[config.mk]
export PLATFORM = sky130hd
export DESIGN_NAME = galaksija_sysctl
export DESIGN_NICKNAME = d
export VERILOG_FILES = /design/src/rtl/galaksija_sysctl.sv
export SDC_FILE = /design/constraint.sdc
export NUM_CORES = 1
export LEC_CHECK = 0
export CORE_MARGIN = 2
export CORE_UTILIZATION = 45
export CTS_BUF_LIST = sky130_fd_sc_hd__clkbuf_8
export DETAILED_ROUTE_END_ITERATION = 16
export PLACE_DENSITY_LB_ADDON = 0.12
export SLEW_MARGIN = 20
export SYNTH_ARGS = -nofsm -noshare
export SYNTH_HDL_FRONTEND = slang
export SYNTH_SLANG_ARGS = --single-unit
[constraint.sdc]
create_clock -name clk -period 3.36 [get_ports clk]
set_input_delay 0.672 -clock clk [delete_from_list [all_inputs] [get_ports clk]]
set_output_delay 0.672 -clock clk [all_outputs]
set_load 0.005 [all_outputs]
[src/rtl/galaksija_sysctl.sv]
// galaksija_sysctl: fractional CPU clock enable, frame interrupt with ack/timeout/overrun, and control latch.
module galaksija_sysctl #(
  parameter int f_clk       = 25000000,
  parameter int f_cpu       = 3072000,
  parameter int turbo_mult  = 2,
  parameter int acc_bits    = 20,
  parameter int f_int       = 50,
  parameter int int_hold    = 64,
  parameter int latch_width = 6
) (
  input  logic                   clk,
  input  logic                   reset,
  input  logic                   turbo,
  input  logic                   cpu_pause,
  output logic                   cen,
  output logic                   int_n,
  input  logic                   int_ack,
  output logic [7:0]             overrun_cnt,
  output logic [15:0]            frame_cnt,
  input  logic                   wr_latch,
  input  logic [latch_width-1:0] latch_d,
  output logic [latch_width-1:0] latch_q
);
  localparam logic [63:0] inc_n64 = (64'(f_cpu) << acc_bits) / 64'(f_clk);
  localparam logic [63:0] inc_t64 = ((64'(f_cpu) * 64'(turbo_mult)) << acc_bits) / 64'(f_clk);
  localparam logic [acc_bits-1:0] inc_n = inc_n64[acc_bits-1:0];
  localparam logic [acc_bits-1:0] inc_t = inc_t64[acc_bits-1:0];
  localparam int period = f_clk / f_int;
  localparam int pre_w = period > 1 ? $clog2(period) : 1;
  localparam int hold_w = $clog2(int_hold + 1);

  typedef enum logic {idle, pend} state_t;

  logic [acc_bits:0] acc;
  logic [pre_w-1:0]  pre;
  logic [hold_w-1:0] hold_cnt, hold_nx;
  state_t            state, state_nx;
  logic              tick, timeout, overrun;

  assign cen   = acc[acc_bits];
  assign int_n = state != pend;

  // The carry bit is dropped every cycle, so each overflow shows on cen exactly once.
  always_ff @(posedge clk or posedge reset)
    if (reset) acc <= '0;
    else acc <= cpu_pause ? {1'b0, acc[acc_bits-1:0]}
                          : {1'b0, acc[acc_bits-1:0]} + {1'b0, turbo ? inc_t : inc_n};

  always_comb begin
    tick     = pre == pre_w'(period - 1);
    timeout  = state == pend && hold_cnt == hold_w'(int_hold);
    overrun  = tick && state == pend && !int_ack && !timeout;
    state_nx = tick ? pend : (state == pend && (int_ack || timeout)) ? idle : state;
    hold_nx  = tick ? '0 : (state == pend && cen) ? hold_cnt + hold_w'(1) : hold_cnt;
  end

  always_ff @(posedge clk or posedge reset)
    if (reset) begin
      state       <= idle;
      hold_cnt    <= '0;
      pre         <= '0;
      frame_cnt   <= '0;
      overrun_cnt <= '0;
      latch_q     <= '0;
    end else begin
      state       <= state_nx;
      hold_cnt    <= hold_nx;
      pre         <= tick ? '0 : pre + pre_w'(1);
      frame_cnt   <= frame_cnt + 16'(tick);
      overrun_cnt <= (overrun && overrun_cnt != 8'hff) ? overrun_cnt + 8'd1 : overrun_cnt;
      latch_q     <= wr_latch ? latch_d : latch_q;
    end
endmodule
======== Word-level counts from Yosys, hierarchy flattened ========
Cells that the tools add are included.
cells by class
  reduce and logical (&&, ||, !) cells .... 12
  $add $sub $neg .......................... 5
  mux-type cells .......................... 7
  bitwise logic cells ..................... 1
  eq/ne operators ......................... 3
operators with widths
  cell                   count
  $add 20x18->21         1
  $mux 21                1
  $add 19x1->19 const B  1
  $eq 19x19->1 const B   1
  $mux 19                1
  $mux 18                1
  $add 16x1->16          1
  $mux 7                 2
  $add 8x1->8 const B    1
  $ne 8x8->1 const B     1
  $add 7x1->7 const B    1
  $eq 7x7->1 const B     1
  $logic_and 1x1->1      7
  $reduce_bool 2->1      2
  $logic_not 1->1        2
  $mux 1                 2
  $logic_or 1x1->1       1
  $not 1->1              1
storage, ports and cells
  flip-flop bits (word level) ............. 78
  word-level logic and storage cells ...... 36
  bits of input ports ..................... 12

======== Depth between registers and ports, before layout ========
  depth after elaboration ................. 6
  gate-level depth with buffers ........... 10
  mapped depth without buffers ............ 9

======== Worst setup path before layout ========
Ideal clock, no wire load.
  path type ............................... register -> register
  start point ............................. register pre[6]
  end point ............................... register frame_cnt[10]
  arrival time ............................ 2504 ps
  clock period less this slack ............ 2627 ps
  path slack .............................. 733 ps
  buffers on the path ..................... 1
  cell stages (with the launch flop) ...... 11
  cells stage by stage .................... dfrtp_1 nor4_1 nand4_1 nor4_2 buf_2 ha_1 ha_1 nand2_1 nor2_1 nand2_1 xnor2_1
on the way
  cells in the longest elaborated chain, start to end .. 2
RTL lines
  item                      RTL line  source
  start: declaration        35        logic [pre_w-1:0] pre;
  start signal: assignment  68        pre <= tick ? '0 : pre + pre_w'(1);
  $eq 19x19->1              50        tick = pre == pre_w'(period - 1);
  $add 16x1->16             69        frame_cnt <= frame_cnt + 16'(tick);
  end signal: assignment    69
  end: declaration          19        output logic [15:0] frame_cnt,
No other way between the ends.
A chain may end at the register's enable or synchronous reset.

======== Final worst setup path ========
  start point ............................. input port turbo
  end point ............................... register acc[17]
on the way
  cells in the longest elaborated chain, start to end .. 2
RTL lines
  item                    RTL line  source
  start: declaration      13        input logic turbo,
  $mux 18                 47        : {1'b0, acc[acc_bits-1:0]} + {1'b0, turbo ? inc_t : inc_n};
  $add 20x18->21          47
  end signal: assignment  46        else acc <= cpu_pause ? {1'b0, acc[acc_bits-1:0]}
  end: declaration        34        logic [acc_bits:0] acc;
No other way between the ends.

==> reports/metrics.yaml <==
floorplan:
  rows: 33
  fp.dieH_um: 96.0
  coreArea_mm2: 0.00822
  ios: 44
  start_util_pct: 46.4
  die_area_mm2: 0.00922
  die_w_um: 96.0
layout:
  utilization_pct: 55.6
  nets: 430
  area_growth_pct: 19.9
  drive_above_1_share_pct: 8.87
  diodes: 0
  stdcell_count: 511
detailed_routing:
  drt_pass1_iterations: 4
  drt_iter0_drc: 123
  wl_um: 6950
  route.detailed.drc: 0
  vias: 2652
  wl_per_cell_um: 13.6
  vias_per_cell: 5.19
  ant_nets: 0
timing:
  worstMarginPinSlew_ns: 0.763
  hold_viol_final: 0
  timing.final.crit_share_pct: 85.7
  rsz0062_at_grt: "false"
  relSlewSlack_pct: 49.1
  tns_ns: 0
  setup_viol: 0
  fin_skew_ns: 0.00735
  maxSlewViolCount: 0
  whs_ns: 0.466
  setup_slack_ns: 0.479
  max_freq_mhz: 347
  min_period_ns: 2.88
grt:
  busiest_layer: "met2"
  globalRouteOverflowTotal: 0
  met2_usage_pct: 26.2
  grt_use_total_pct: 16.7
  antenna_found_initial: 0
  met1_usage_pct: 22.1
  grt_pass1_wl_um: 11800
  grt_start_max_net_pins: 44
  grt_pass1_vias: 2587
  grt_use_met3_pct: 5.09
power:
  leakage_nw: 1.98
  p_switching_mw: 0.817
  comb_power_share_pct: 27.3
  switching_share_pct: 32.5
  powerDensity_mw_per_mm2: 551
  power.share.clock_pct: 24.9
  p_seq_share_pct: 47.8
  ir_drop_mv: 0.463
  p_int_mw: 1.70
clock_tree:
  cts-htree-levels: 3
  hold_buffers: 0
  cts_tree: "built"
  cts_resized: 0
  cts_buffers: 9
  cts_setup_buffers: 0
  cts.path.max_buffers: 2
  clock-sinks: 78
  clkLatencyLatePin_ns: 0.35
  clk_pin_slew_ns: 0.08
  cts-root-buf: "clkbuf_8"
placed_design:
  dp_hpwl_um: 4940
  place_congestion: 0.767
  place_ws_ns: 0.107
  dp_cells: 495
  io_buffer_count: 43
setup_path:
  endpoint_kind: "flop"
  cp.required_ns: 3.60
  worstPathMaxFanout: 6
  timing.reg2reg.worst_path_depth: 8
  path_class: "in -> reg"
  critPathLaunchType: "input pin"
  critPathArrivalTime_ns: 3.12
synth:
  postSynthNetCount: 377
  ys_types: 47
  async_reset_ff_share_pct: 100
  ys_seq_area_share_pct: 51.2
  synth-edff-count: 0
  syn-cell-area_mm2: 0.00381
  syn_area_per_cell_um2: 11.0
  syn_inst: 348
  yosys_most_used_dff: "dfrtp_1"
  yosys_warnings: 0
  synth-seq-cells: 78
job:
  cap_violations: 0
hold_path:
  hp-class: "reg -> reg"
  min_path_cells: 1
outcome:
  outcome: "finished, final reports clean"
## placed cells by master, fill, tap and decap left out, drive strengths merged, types with 2 or more instances in the layout
cell           count
a221o              2
nand2             27
or3                4
xor2              25
a2bb2oi            2
a31oi              3
clkinvlp           2
clkdlybuf4s50     43
or4                2
nand3             24
clkbuf            10
o21bai             2
a21o               3
nor2              28
buf                4
nor4               4
or2                2
a21oi              6
ha                16
inv               12
a211oi             3
dfrtp             78
and4               2
mux2               9
nor2b              4
nor3               9
clkinv             3
xnor2             32
and3               9
o21ai             12
nand4              9
## worst paths after layout
path                                      from                    endpoint  slack (ns)
max in group asynchronous                reset  overrun_cnt[6]$_DFFE_PP0P_        1.99
hold reg to reg            acc[14]$_DFFE_PP0N_         acc[14]$_DFFE_PP0N_        0.47
setup / recovery                         turbo         acc[17]$_DFFE_PP0N_        0.48
min in group asynchronous                reset     frame_cnt[11]$_DFF_PP0_        0.75
hold / removal             acc[14]$_DFFE_PP0N_         acc[14]$_DFFE_PP0N_        0.47
setup reg to reg              pre[6]$_DFF_PP0_     frame_cnt[11]$_DFF_PP0_        0.86
## cell families after synthesis
logic type               share of synthesized area [%]
adder cells (fa/ha/maj)                           5.78
AO/OA/AOI/OAI                                     8.04
multiplexers                                      2.66
buffers and inverters                             1.71
XOR/XNOR                                          13.1
AND/OR/NAND/NOR                                   17.5
flip-flops                                        51.2
## power by group through the flow
stage          registers [mW]  clock network [mW]  logic, mW
6_report                 1.20               0.628      0.686
3_5_place_dp             1.22                   0      0.692
4_1_cts                  1.20               0.659      0.690
5_1_grt                  1.23               0.693      0.784
3_3_place_gp             1.22                   0      0.682
2_1_floorplan            1.19                   0      0.537
## flip-flops by register name, summed over array words and instances (netlist names)
register,count
hold_cnt,7
state,1
overrun_cnt,8
latch_q,6
pre,19
frame_cnt,16
acc,21
## per-stage QoR
| stage | power [mW] | cell area [um2] |
|---|---|---|
| final | 2.52 | 4570 |
| after global routing | 2.70 | 4570 |
| after CTS | 2.55 | 4570 |
| after detailed placement | 1.91 | 4390 |
| after global placement | 1.90 | 4390 |
| after floorplan | 1.73 | 3810 |
## synth_stat cells (2+ instances only)
cell type / number / area, um2
a21o_1: 3 / 22.5
dfrtp_1: 78 / 1950
xor2_1: 25 / 219
or2_2: 2 / 12.5
nor3_2: 3 / 30.0
nand2_1: 27 / 101
nand4_1: 9 / 56.3
a211oi_1: 3 / 22.5
ha_1: 16 / 200
o21ai_0: 12 / 60.1
o21bai_1: 2 / 15.0
a221o_1: 2 / 20.0
nor2b_1: 4 / 25.0
and4_1: 2 / 17.5
or4_1: 2 / 15.0
nor3_1: 6 / 30.0
inv_1: 11 / 41.3
a2bb2oi_1: 2 / 17.5
mux2_2: 8 / 90.1
or3_1: 4 / 25.0
clkbuf_1: 3 / 11.3
xnor2_1: 32 / 280
nor2_1: 28 / 105
nor4_1: 3 / 18.8
a21oi_1: 6 / 30.0
and3_1: 9 / 56.3
nand3_1: 24 / 120
a31oi_1: 3 / 18.8
## layer usage
metal  share of wire [%]  vias to the layer above
li1                    -                     1328
met1                  48                     1262
met2                  46                       52
met4                 1.3                        0
met3                 4.7                       10
met5                   0                        -
## critical path, stage by stage
cell and delay [ns]:
clkdlybuf4s50_1 0.53, buf_4 0.21, ha_1 0.35, a21o_1 0.23, a21o_1 0.22, a2111oi_4 0.49, a22oi_1 0.16, o221a_2 0.27
## final cells by class
cell class	instances	area [um2]
clock buffers	10	138
clock inverters	6	37.5
fillers	748	3650
inverters	11	42.5
multi-input cells	254	1790
flip-flops and latches	78	1950
well taps	105	131
repair buffers	47	473
Power figures use the tool's default switching activity.
